===== config.mk =====
export PLATFORM = sky130hd
export DESIGN_NAME = seg7_scan_driver
export DESIGN_NICKNAME = d
export VERILOG_FILES = /design/src/rtl/seg7_scan_driver.sv
export SDC_FILE = /design/constraint.sdc
export NUM_CORES = 1
export LEC_CHECK = 0
export BUFFER_PORTS_ARGS = -buffer_cell sky130_fd_sc_hd__buf_2
export CAP_MARGIN = 0
export CORE_ASPECT_RATIO = 1.5
export CORE_MARGIN = 2
export CORE_UTILIZATION = 57
export DETAILED_ROUTE_END_ITERATION = 8
export PLACE_DENSITY = 0.88
export SYNTH_ARGS = -nofsm -noshare
export SYNTH_HDL_FRONTEND = slang
export SYNTH_SLANG_ARGS = --single-unit
export TNS_END_PERCENT = 1

===== constraint.sdc =====
create_clock -name CLK -period 2.8 [get_ports CLK]
set_clock_uncertainty 0.1 [all_clocks]
set_input_delay 0.28 -clock CLK [delete_from_list [all_inputs] [get_ports CLK]]
set_output_delay 0.28 -clock CLK [all_outputs]
set_load 0.005 [all_outputs]

===== src/rtl/seg7_scan_driver.sv =====
// rtl/seg7_scan_driver.sv - time-multiplexed common-anode 4-digit seven-segment driver
module seg7_scan_driver #(
  parameter int SCAN_DIV = 50000,
  parameter int DEAD_CYC = 500
) (
  input  logic       CLK,
  input  logic       RST_N,
  input  logic [3:0] C1_in,
  input  logic [3:0] C2_in,
  input  logic [3:0] C3_in,
  input  logic [3:0] C4_in,
  input  logic [3:0] dp_mask,
  input  logic       lzb_en,
  output logic [3:0] AN,
  output logic [6:0] SEG,
  output logic       DP
);

  localparam int               CNT_W    = $clog2(SCAN_DIV);
  localparam logic [CNT_W-1:0] CNT_LAST = CNT_W'(SCAN_DIV - 1);
  localparam logic [6:0]       SEG_OFF  = 7'b1111111;

  // Slot timing state
  logic [CNT_W-1:0] cnt;
  logic [1:0]       idx;
  logic             slot_end;
  logic             frame_end;

  // Per-frame snapshot; snap_dig[0] holds C1 (leftmost)
  logic [3:0][3:0]  snap_dig;
  logic [3:0]       snap_dp;
  logic             snap_lzb;

  // Next-cycle pin values
  logic             in_dead;
  logic [3:0]       cur_dig;
  logic             lead_z1;
  logic             lead_z12;
  logic             lead_z123;
  logic             blank;
  logic [3:0]       an_next;
  logic [6:0]       seg_next;
  logic             dp_next;

  // BCD to active-low {g,f,e,d,c,b,a}; 10..14 blank, 15 is a minus sign
  function automatic logic [6:0] seg_decode(input logic [3:0] d);
    logic [6:0] s;
    case (d)
      4'd0:    s = 7'b1000000;
      4'd1:    s = 7'b1111001;
      4'd2:    s = 7'b0100100;
      4'd3:    s = 7'b0110000;
      4'd4:    s = 7'b0011001;
      4'd5:    s = 7'b0010010;
      4'd6:    s = 7'b0000010;
      4'd7:    s = 7'b1111000;
      4'd8:    s = 7'b0000000;
      4'd9:    s = 7'b0010000;
      4'd15:   s = 7'b0111111;
      default: s = SEG_OFF;
    endcase
    return s;
  endfunction

  assign slot_end  = (cnt == CNT_LAST);
  assign frame_end = slot_end && (idx == 2'd3);

  // Dead-time window at the start of every slot; absent entirely when DEAD_CYC is 0
  if (DEAD_CYC == 0) begin : g_no_dead
    assign in_dead = 1'b0;
  end else begin : g_dead
    assign in_dead = (cnt < CNT_W'(DEAD_CYC));
  end

  // Slot counter and digit index: idx advances each time the slot counter wraps
  always_ff @(posedge CLK or negedge RST_N) begin
    if (!RST_N) begin
      cnt <= '0;
      idx <= 2'd0;
    end else if (slot_end) begin
      cnt <= '0;
      idx <= idx + 2'd1;
    end else begin
      cnt <= cnt + CNT_W'(1);
    end
  end

  // Capture all inputs together on the last cycle of a frame so a frame never tears
  always_ff @(posedge CLK or negedge RST_N) begin
    if (!RST_N) begin
      snap_dig <= '0;
      snap_dp  <= 4'b0000;
      snap_lzb <= 1'b0;
    end else if (frame_end) begin
      snap_dig <= {C4_in, C3_in, C2_in, C1_in};
      snap_dp  <= dp_mask;
      snap_lzb <= lzb_en;
    end
  end

  // Decode the digit at the current position, applying leading-zero blanking
  always_comb begin
    cur_dig   = snap_dig[idx];
    lead_z1   = (snap_dig[0] == 4'd0);
    lead_z12  = lead_z1 && (snap_dig[1] == 4'd0);
    lead_z123 = lead_z12 && (snap_dig[2] == 4'd0);
    blank     = 1'b0;
    if (snap_lzb) begin
      case (idx)
        2'd0:    blank = lead_z1;
        2'd1:    blank = lead_z12;
        2'd2:    blank = lead_z123;
        default: blank = 1'b0;
      endcase
    end
    seg_next = blank ? SEG_OFF : seg_decode(cur_dig);
    dp_next  = ~snap_dp[2'd3 - idx];
    an_next  = in_dead ? 4'b1111 : ~(4'b1000 >> idx);
  end

  // Registered pin drivers; reset turns the display fully off at once
  always_ff @(posedge CLK or negedge RST_N) begin
    if (!RST_N) begin
      AN  <= 4'b1111;
      SEG <= SEG_OFF;
      DP  <= 1'b1;
    end else begin
      AN  <= an_next;
      SEG <= seg_next;
      DP  <= dp_next;
    end
  end

endmodule


==> results.txt <==
Outcome -> complete, no violations
Die area -> 4940 um2
Measured slew at the worst slew-check pin -> 559 ps
Setup crit end kind -> flop
CP Data Arrival Time -> 2420 ps
Worst path buffer plus inverter count -> 0
DRT Pass-1 Iters -> 4
CTS tree -> yes
Drc violations -> 0
Crit-path cells -> mux4_2, ha_1, or2_2, a221oi_1, a21oi_1
Post-Synth Adder-Cell Area -> 5.51%
Final slew viol count -> 0
Worst-path cell with the longest stage delay -> mux4_2
CTS root buf -> clkbuf_8
RSZ-0062 raised after global routing -> false
Worst Setup Path Type -> flop to flop
Fillers -> 298
Vias in the first global route -> 1631
Post-synthesis cell count -> 194
Commonest non-fill, non-tap cell in the layout -> dfrtp_1
Synth Register Bits -> 51
Setup tns final -> 0 ps
Final setup vio count -> 0
Peak VDD IR -> 0.489 mV
Syn Area/Cell -> 12.9 um2
Ys Warns -> 0
Initial antenna violation count -> 0
IO Port Bufs -> 34
Cell Area, Synth -> 2500 um2
CORE AREA -> 4210 um2
Fin nets -> 267
Largest net degree at the start of global routing -> 28
Htree depth -> 2
CTS buffer count -> 5
Layout Cells excl Fill -> 280
Hold Crit Class -> input pin to flop
Period utilization -> 81.8%
Initial Util -> 59.3%
Average wire per standard cell -> 15.8 um
Setup repair bufs after CTS -> 0
Routability cong. -> 0.844
CP Launch Type -> flop
Slew margin rel. -> 62.7%
Final Hold Fails -> 0
Most frequent cells in the layout -> 39 x dfrtp_1, 34 x buf_2, 20 x mux2_4
Routed Antenna Nets -> 0
Max Cap Viol -> 0
Ys async rst share -> 100%
Clock sinks -> 51
Yosys cell types -> 39
Ports -> 35
Die span in y -> 85.1 um
Post-placement cell count -> 271
Mux contribution to synthesized area -> 17.8%
Number of flops mapped to enable cells by yosys -> 0
Post-Synth Simple-Gate Area -> 11.4%
Period minus WS final -> 2290 ps
CTS max path bufs -> 2
Detailed Place HPWL -> 3.44 mm
R2R Setup Slk -> 510 ps
Chip Width -> 58.0 um
Share of layout cells above drive strength 1 -> 37.6%
Vias per cell -> 5.63
Routed WL -> 4.42 mm
Worst EP required -> 2930 ps
Max Fclk -> 436 MHz
Register area share after synthesis -> 51.7%
Via count -> 1577
CP max stage delay -> 630 ps
CP max FO -> 8
P per Cell Area -> 471 nW/um2
Area Overhead vs Synth -> 12.8%
Rows -> 29
Grt total ovfl -> 0
Diodes inserted -> 0
Reg clk slew, reported paths -> 90 ps
Compound-Gate Fraction of Synth Area -> 5.26%
Ys flop type -> dfrtp_1
Detailed Route Iter0 Violations -> 33
Clk_lat worst skew -> 310 ps
Crit-path leading delay family -> multiplexers
Post-synthesis xor/xnor area fraction -> 4.91%
First-pass GRT wire length -> 7.58 mm
Largest family of logic cells by synthesized area -> multiplexers
Synth Net Count -> 228
GRT Overall Usage -> 20.3%
Leakage -> 1.33 nW
-- sequential cells by signal (all words and copies together) (netlist names) --
name	count
snap_lzb	1
snap_dig	16
cnt	16
snap_dp	4
DP	1
SEG	7
AN	4
idx	2
-- area by class of cell --
class	instances	area (um2)	share of cell area (%)
clock inverter	2	16.3	0.578
sequential	51	1290	45.8
multi-input combinational	125	1120	39.8
tap	46	57.6	2.04
clock buffer	6	82.6	2.93
timing repair buffer	38	203	7.20
inverter	12	45.0	1.60
-- worst paths after layout --
kind,startpoint,end,cells after the start
max,idx[0],SEG[3],5
max reg2reg,idx[0],SEG[3],5
min,C2_in[3],snap_dig[7],2
min reg2reg,cnt[11],cnt[11],1
min in group asynchronous,RST_N,cnt[14],2
max in group asynchronous,RST_N,DP,3
-- cells in the mapped netlist, types with 2 or more instances --
cell	n	share of area (%)
dfrtp_1	39	39
dfstp_2	12	13
nand4_1	3	0.75
ha_1	11	5.5
nand2_1	14	2.1
nor4_1	4	1.0
a221oi_1	2	0.70
nand3_1	3	0.60
o21ai_0	7	1.4
buf_2	2	0.40
xor2_1	11	3.9
a21oi_1	6	1.2
inv_1	12	1.8
clkbuf_1	2	0.30
buf_6	2	0.90
nand2b_1	3	0.75
mux4_2	5	4.5
nor2b_1	2	0.50
and3_1	2	0.50
nor2_1	11	1.7
xnor2_1	3	1.1
mux2_2	2	0.90
mux2_4	20	12
-- power by group --
part	internal (mW)	leakage, nW	switching (mW)	total [mW]
combinational	0.0557	0.673	0.0481	0.104
sequential	0.769	0.608	0.0158	0.785
clock	0.202	0.0474	0.237	0.439
-- per-stage QoR --
step / area [um2] / hold WS (ps) / util [%] / power [mW] / setup slack (ps)
detailed placement: 2710 / 210 / 64.3 / 0.903 / 530
finish: 2820 / 94.4 / 66.9 / 1.33 / 508
global placement: 2710 / 205 / 64.3 / 0.896 / 598
CTS: 2820 / 90.8 / 66.9 / 1.34 / 499
global route: 2820 / 81.6 / 66.9 / 1.39 / 386
floorplan: 2500 / -116 / - / 0.848 / 682
-- metal layers --
layer / wire (um) / track usage [%] / vias to the layer above
met5: 0 / 0 / -
met4: 72 / 7.40 / 0
met3: 173 / 5.49 / 9
met2: 2410 / 34.7 / 35
met1: 1760 / 24.1 / 777
li1: - / - / 756
-- repair_timing --
action | 4_1_cts | 5_1_grt
gates resized for setup | 0 | 0
hold buffers | 1 | 0
endpoints found under the hold margin | 15 | 0
-- cell families (layout without fill, tap and decap cells) --
family | count (synthesis) | count (layout)
DFF | 51 | 51
and+or+nand+nor | 51 | 51
muxes | 28 | 28
AOI/OAI and AO/OA | 21 | 21
buffers and inverters | 18 | 58
xor gates and xnor gates | 14 | 14
adders and majority gates | 11 | 11
(Power assumes the default switching activity.)
